## config.mk

```make
export PLATFORM = sky130hd
export DESIGN_NAME = ram_access_ctrl
export DESIGN_NICKNAME = d
export VERILOG_FILES = /design/src/rtl/ram_access_ctrl.sv
export SDC_FILE = /design/constraint.sdc
export NUM_CORES = 1
export LEC_CHECK = 0
export CAP_MARGIN = 20
export CORE_UTILIZATION = 37
export DETAILED_ROUTE_END_ITERATION = 16
export PLACE_DENSITY_LB_ADDON = 0.2
export SYNTH_ARGS = -nofsm -noshare
export SYNTH_HDL_FRONTEND = slang
export SYNTH_SLANG_ARGS = --single-unit
```

## constraint.sdc

```tcl
create_clock -name clock -period 1.4 [get_ports clock]
set_input_delay 0.28 -clock clock [delete_from_list [all_inputs] [get_ports clock]]
set_output_delay 0.28 -clock clock [all_outputs]
set_load 0.02 [all_outputs]
```

## src/rtl/ram_access_ctrl.sv

```systemverilog
// Request/response front end for the 32x16 synchronous RAM, absorbing its one-cycle registered read.
// Optional write read-back verify is enabled by defining RAM_ACCESS_CTRL_WRITE_VERIFY_EN.
module ram_access_ctrl #(
  parameter int ADDR_WIDTH = 5,
  parameter int DATA_WIDTH = 16
) (
  input  logic                  clock,
  input  logic                  reset,
  input  logic                  req_valid,
  output logic                  req_ready,
  input  logic                  req_write,
  input  logic [ADDR_WIDTH-1:0] req_addr,
  input  logic [DATA_WIDTH-1:0] req_wdata,
  output logic                  rsp_valid,
  input  logic                  rsp_ready,
  output logic [DATA_WIDTH-1:0] rsp_rdata,
  output logic                  rsp_error,
  output logic                  busy,
  output logic                  ram_write_enable,
  output logic [ADDR_WIDTH-1:0] ram_address,
  output logic [DATA_WIDTH-1:0] ram_data_in,
  input  logic [DATA_WIDTH-1:0] ram_data_out
);

  // Handshakes: a transfer happens on a rising edge where valid and ready are both high;
  // valid never depends on ready, and the response is held unchanged until it transfers.
  typedef enum logic [2:0] {
    S_IDLE      = 3'd0,
    S_ISSUE     = 3'd1,
    S_WAIT      = 3'd2,
`ifdef RAM_ACCESS_CTRL_WRITE_VERIFY_EN
    S_VRD_ISSUE = 3'd3,
    S_VRD_WAIT  = 3'd4,
`endif
    S_RESP      = 3'd5
  } state_e;

  state_e                state_q, state_d;
  logic                  write_q, write_d;
  logic [ADDR_WIDTH-1:0] addr_q, addr_d;
  logic [DATA_WIDTH-1:0] wdata_q, wdata_d;
  logic [DATA_WIDTH-1:0] rsp_rdata_q, rsp_rdata_d;
`ifdef RAM_ACCESS_CTRL_WRITE_VERIFY_EN
  logic                  rsp_error_q, rsp_error_d;
`endif

  always_comb begin
    state_d     = state_q;
    write_d     = write_q;
    addr_d      = addr_q;
    wdata_d     = wdata_q;
    rsp_rdata_d = rsp_rdata_q;
`ifdef RAM_ACCESS_CTRL_WRITE_VERIFY_EN
    rsp_error_d = rsp_error_q;
`endif
    case (state_q)
      S_IDLE: begin
        if (req_valid && req_ready) begin
          write_d = req_write;
          addr_d  = req_addr;
          wdata_d = req_wdata;
          state_d = S_ISSUE;
        end
      end
      S_ISSUE: begin
        if (write_q) begin
`ifdef RAM_ACCESS_CTRL_WRITE_VERIFY_EN
          state_d     = S_VRD_ISSUE;
`else
          rsp_rdata_d = wdata_q;
          state_d     = S_RESP;
`endif
        end else begin
          state_d = S_WAIT;
        end
      end
      S_WAIT: begin
        // RAM output now reflects the address presented during ISSUE.
        rsp_rdata_d = ram_data_out;
`ifdef RAM_ACCESS_CTRL_WRITE_VERIFY_EN
        rsp_error_d = 1'b0;
`endif
        state_d     = S_RESP;
      end
`ifdef RAM_ACCESS_CTRL_WRITE_VERIFY_EN
      S_VRD_ISSUE: state_d = S_VRD_WAIT;
      S_VRD_WAIT: begin
        rsp_rdata_d = ram_data_out;
        rsp_error_d = (ram_data_out != wdata_q);
        state_d     = S_RESP;
      end
`endif
      S_RESP: begin
        if (rsp_ready) state_d = S_IDLE;
      end
      default: state_d = S_IDLE;
    endcase
  end

  always_ff @(posedge clock) begin
    if (reset) begin
      state_q     <= S_IDLE;
      write_q     <= 1'b0;
      addr_q      <= '0;
      wdata_q     <= '0;
      rsp_rdata_q <= '0;
`ifdef RAM_ACCESS_CTRL_WRITE_VERIFY_EN
      rsp_error_q <= 1'b0;
`endif
    end else begin
      state_q     <= state_d;
      write_q     <= write_d;
      addr_q      <= addr_d;
      wdata_q     <= wdata_d;
      rsp_rdata_q <= rsp_rdata_d;
`ifdef RAM_ACCESS_CTRL_WRITE_VERIFY_EN
      rsp_error_q <= rsp_error_d;
`endif
    end
  end

  // Reset gates the write strobe so an aborted write never reaches the RAM.
  assign req_ready        = (state_q == S_IDLE) && !reset;
  assign rsp_valid        = (state_q == S_RESP);
  assign busy             = (state_q != S_IDLE);
  assign ram_write_enable = (state_q == S_ISSUE) && write_q && !reset;
  assign ram_address      = addr_q;
  assign ram_data_in      = wdata_q;
  assign rsp_rdata        = rsp_rdata_q;
`ifdef RAM_ACCESS_CTRL_WRITE_VERIFY_EN
  assign rsp_error        = rsp_error_q;
`else
  assign rsp_error        = 1'b0;
`endif

endmodule

```

==> results.toml <==
[placement]
dpl_worst_slack_ps = -401
placed_cells = 325
gp_congestion = 0.691
numPortBuffers = 82
placed_cell_area_um2 = 2820
dpl.hpwl_um = 3180

[yosys]
synth_most_common_cell = "dfxtp_1"
ys_seq_elements = 41
synth_xor_area_share_pct = 0
yosys_warnings = 0
synth-main-ff-cell = "dfxtp_1"
netlist_top_cells_count = "41 x dfxtp_1, 24 x nor2b_1, 18 x nand2_1"
synth_adder_area_share_pct = 0
syn-instance-count = 177
synthArstFlopShare_pct = 0
syn-num-nets = 219
synthTopCellsByArea = "dfxtp_1 44%, mux2_4 8.8%, nor2b_1 8.0%"
synth.avg_cell_area_um2 = 10.6
syn_area_um2 = 1880
synth_edf_count = 0
synth.top_cell.area_share_pct = 43.6
netlist-cell-type-count = 31
synth_top_area_cell = "dfxtp_1"
synthMuxAreaShare_pct = 15.4
synth-simple-area-share_pct = 21.5
ys_seq_area_share_pct = 43.6
synth_top_family_by_area = "simple AND/OR/NAND/NOR gates"
synth_compound_area_share_pct = 13.0

[final_layout]
drive_gt1_share_pct = 35.4
syn2layout_area_growth_pct = 69.0
final_cells = 338
fin_nets = 312
fin_area_um2 = 3180
nFillCells = 410
seqCellArea_um2 = 825
multi_input_area_um2 = 1100
n_antenna_cell = 0

[floorplan]
pin_count = 84
die_area_um2 = 5380
start_util_pct = 39.1
die_y_um = 73.3
die-width_um = 73.3
rows = 25
core_um2 = 4820

[critical_path]
crit_path_end_kind = "primary output"
rrSetupSlack_ps = -130
crit_type = "reg2out"
crit_fanout = 2
startpoint_type = "register"
cp_data_required_time_ps = 1120
critPathArrivalTime_ps = 1260

[clocking]
clk_path_buf_depth = 2
cts.htree.levels = 2
cts_tree = "built"
cts_buffers = 5
cts_sinks = 41
holdBufCountCts = 0
clkLatencyLatePin_ps = 300
path_clk_slew_ps = 80
root_buffer = "clkbuf_8"

[detailed_routing]
drc_errors = 0
avgRoutedWirePerCell_um = 14.3
routed_wl_um = 4830
dr.pass1.iters = 4
drt-initial-drc-count = 72
num_vias = 1630
ant_nets = 0
vias_per_cell = 4.82

[global_route]
grt_usage_pct = 18.3
grt_max_degree = 39
grt_pass1_vias = 1578
grt_overflow = 0
grt_pass1_wl_um = 7520
antenna_found_initial = 0

[sta]
final-setup-viol-count = 41
skew_ps = 3.70
fin_crit_sh_pct = 110
fmax_ghz = 0.649
setup_ws_ps = -141
slew_viol_final = 0
whs_ps = 226
min_period_ps = 1540
rsz0062_at_grt = "true"
finalHoldViolCount = 0

[hold_path]
hold_class = "in2reg"

[power_and_ir_drop]
powerDensity_nw_per_um2 = 1070
vdd_drop_max_mv = 0.542
p_leak_uw = 0.00137
power_uw = 3420

[run_status]
status = "finished, violations left"
violations = "setup timing"

[flow_run]
drv_cap = 0
area by class of cell:
class | instances | area share [%]
flip-flops and latches | 41 | 25.9
multi-input cells | 120 | 34.7
repair buffers | 102 | 32.6
well taps | 67 | 2.64
clock buffers | 5 | 2.16
clock inverters | 3 | 2.05
layer usage:
layer | global-route usage, % | wire length, um
met2 | 32.4 | 2360
met4 | 5.77 | 53
met3 | 5.90 | 301
met1 | 20.9 | 2110
met5 | 0 | 0
worst max-delay path: stages, from the launching register on:
cell and delay (ps):
dfxtp_2 330, or3b_4 410, nor2b_4 120, buf_6 120
what timing repair did:
action,CTS,global route
endpoints found under the setup margin,65,43
gates cloned,1,2
pin swaps,4,12
setup buffers,2,0
gates resized for setup,82,25
sequential cells by signal, summed over array words and instances, names as in the netlist:
name,cells
write_q,1
ram_address,5
ram_data_in,16
state_q,3
rsp_rdata,16
worst paths after layout:
check        depth (start not counted)               end         start
max                                  3  ram_write_enable    state_q[1]
max reg2reg                          6      rsp_rdata[3]    state_q[2]
min reg2reg                          2      rsp_rdata[0]  rsp_rdata[0]
min                                  2        state_q[1]         reset
layout by cell type, fill, tap and decap left out, types with 2 or more instances in the layout:
| cell type | instances |
|---|---|
| dfxtp_1 | 38 |
| nand3_2 | 5 |
| nand3_4 | 2 |
| clkbuf_8 | 5 |
| buf_4 | 9 |
| a21oi_1 | 3 |
| clkbuf_16 | 2 |
| bufinv_16 | 2 |
| a311oi_2 | 9 |
| a21oi_2 | 5 |
| buf_6 | 9 |
| or3b_4 | 2 |
| mux2_4 | 11 |
| mux2_2 | 11 |
| dfxtp_2 | 3 |
| dlygate4sd2_1 | 37 |
| nor2b_1 | 23 |
| a22oi_1 | 7 |
| buf_12 | 3 |
| nor2_4 | 8 |
| clkdlybuf4s50_1 | 40 |
| nand2_1 | 18 |
metrics by stage:
stage,setup TNS [ps],util (%)
2_1_floorplan,-3050,-
3_3_place_gp,-3260,58.5
3_5_place_dp,-3710,58.5
4_1_cts,-3080,62.5
5_1_grt,-5430,66.0
6_report,-3630,66.0
power by group:
group	switching (uW)	total, uW	internal, uW
Combinational	435	950	516
Sequential	64.8	1340	1280
Clock	416	1120	708
kinds of logic after synthesis:
group | after synthesis
flops | 41
mux | 22
compound gates | 26
simple gates | 71
buf+inv | 16
other cells | 1
(Power assumes the default switching activity.)
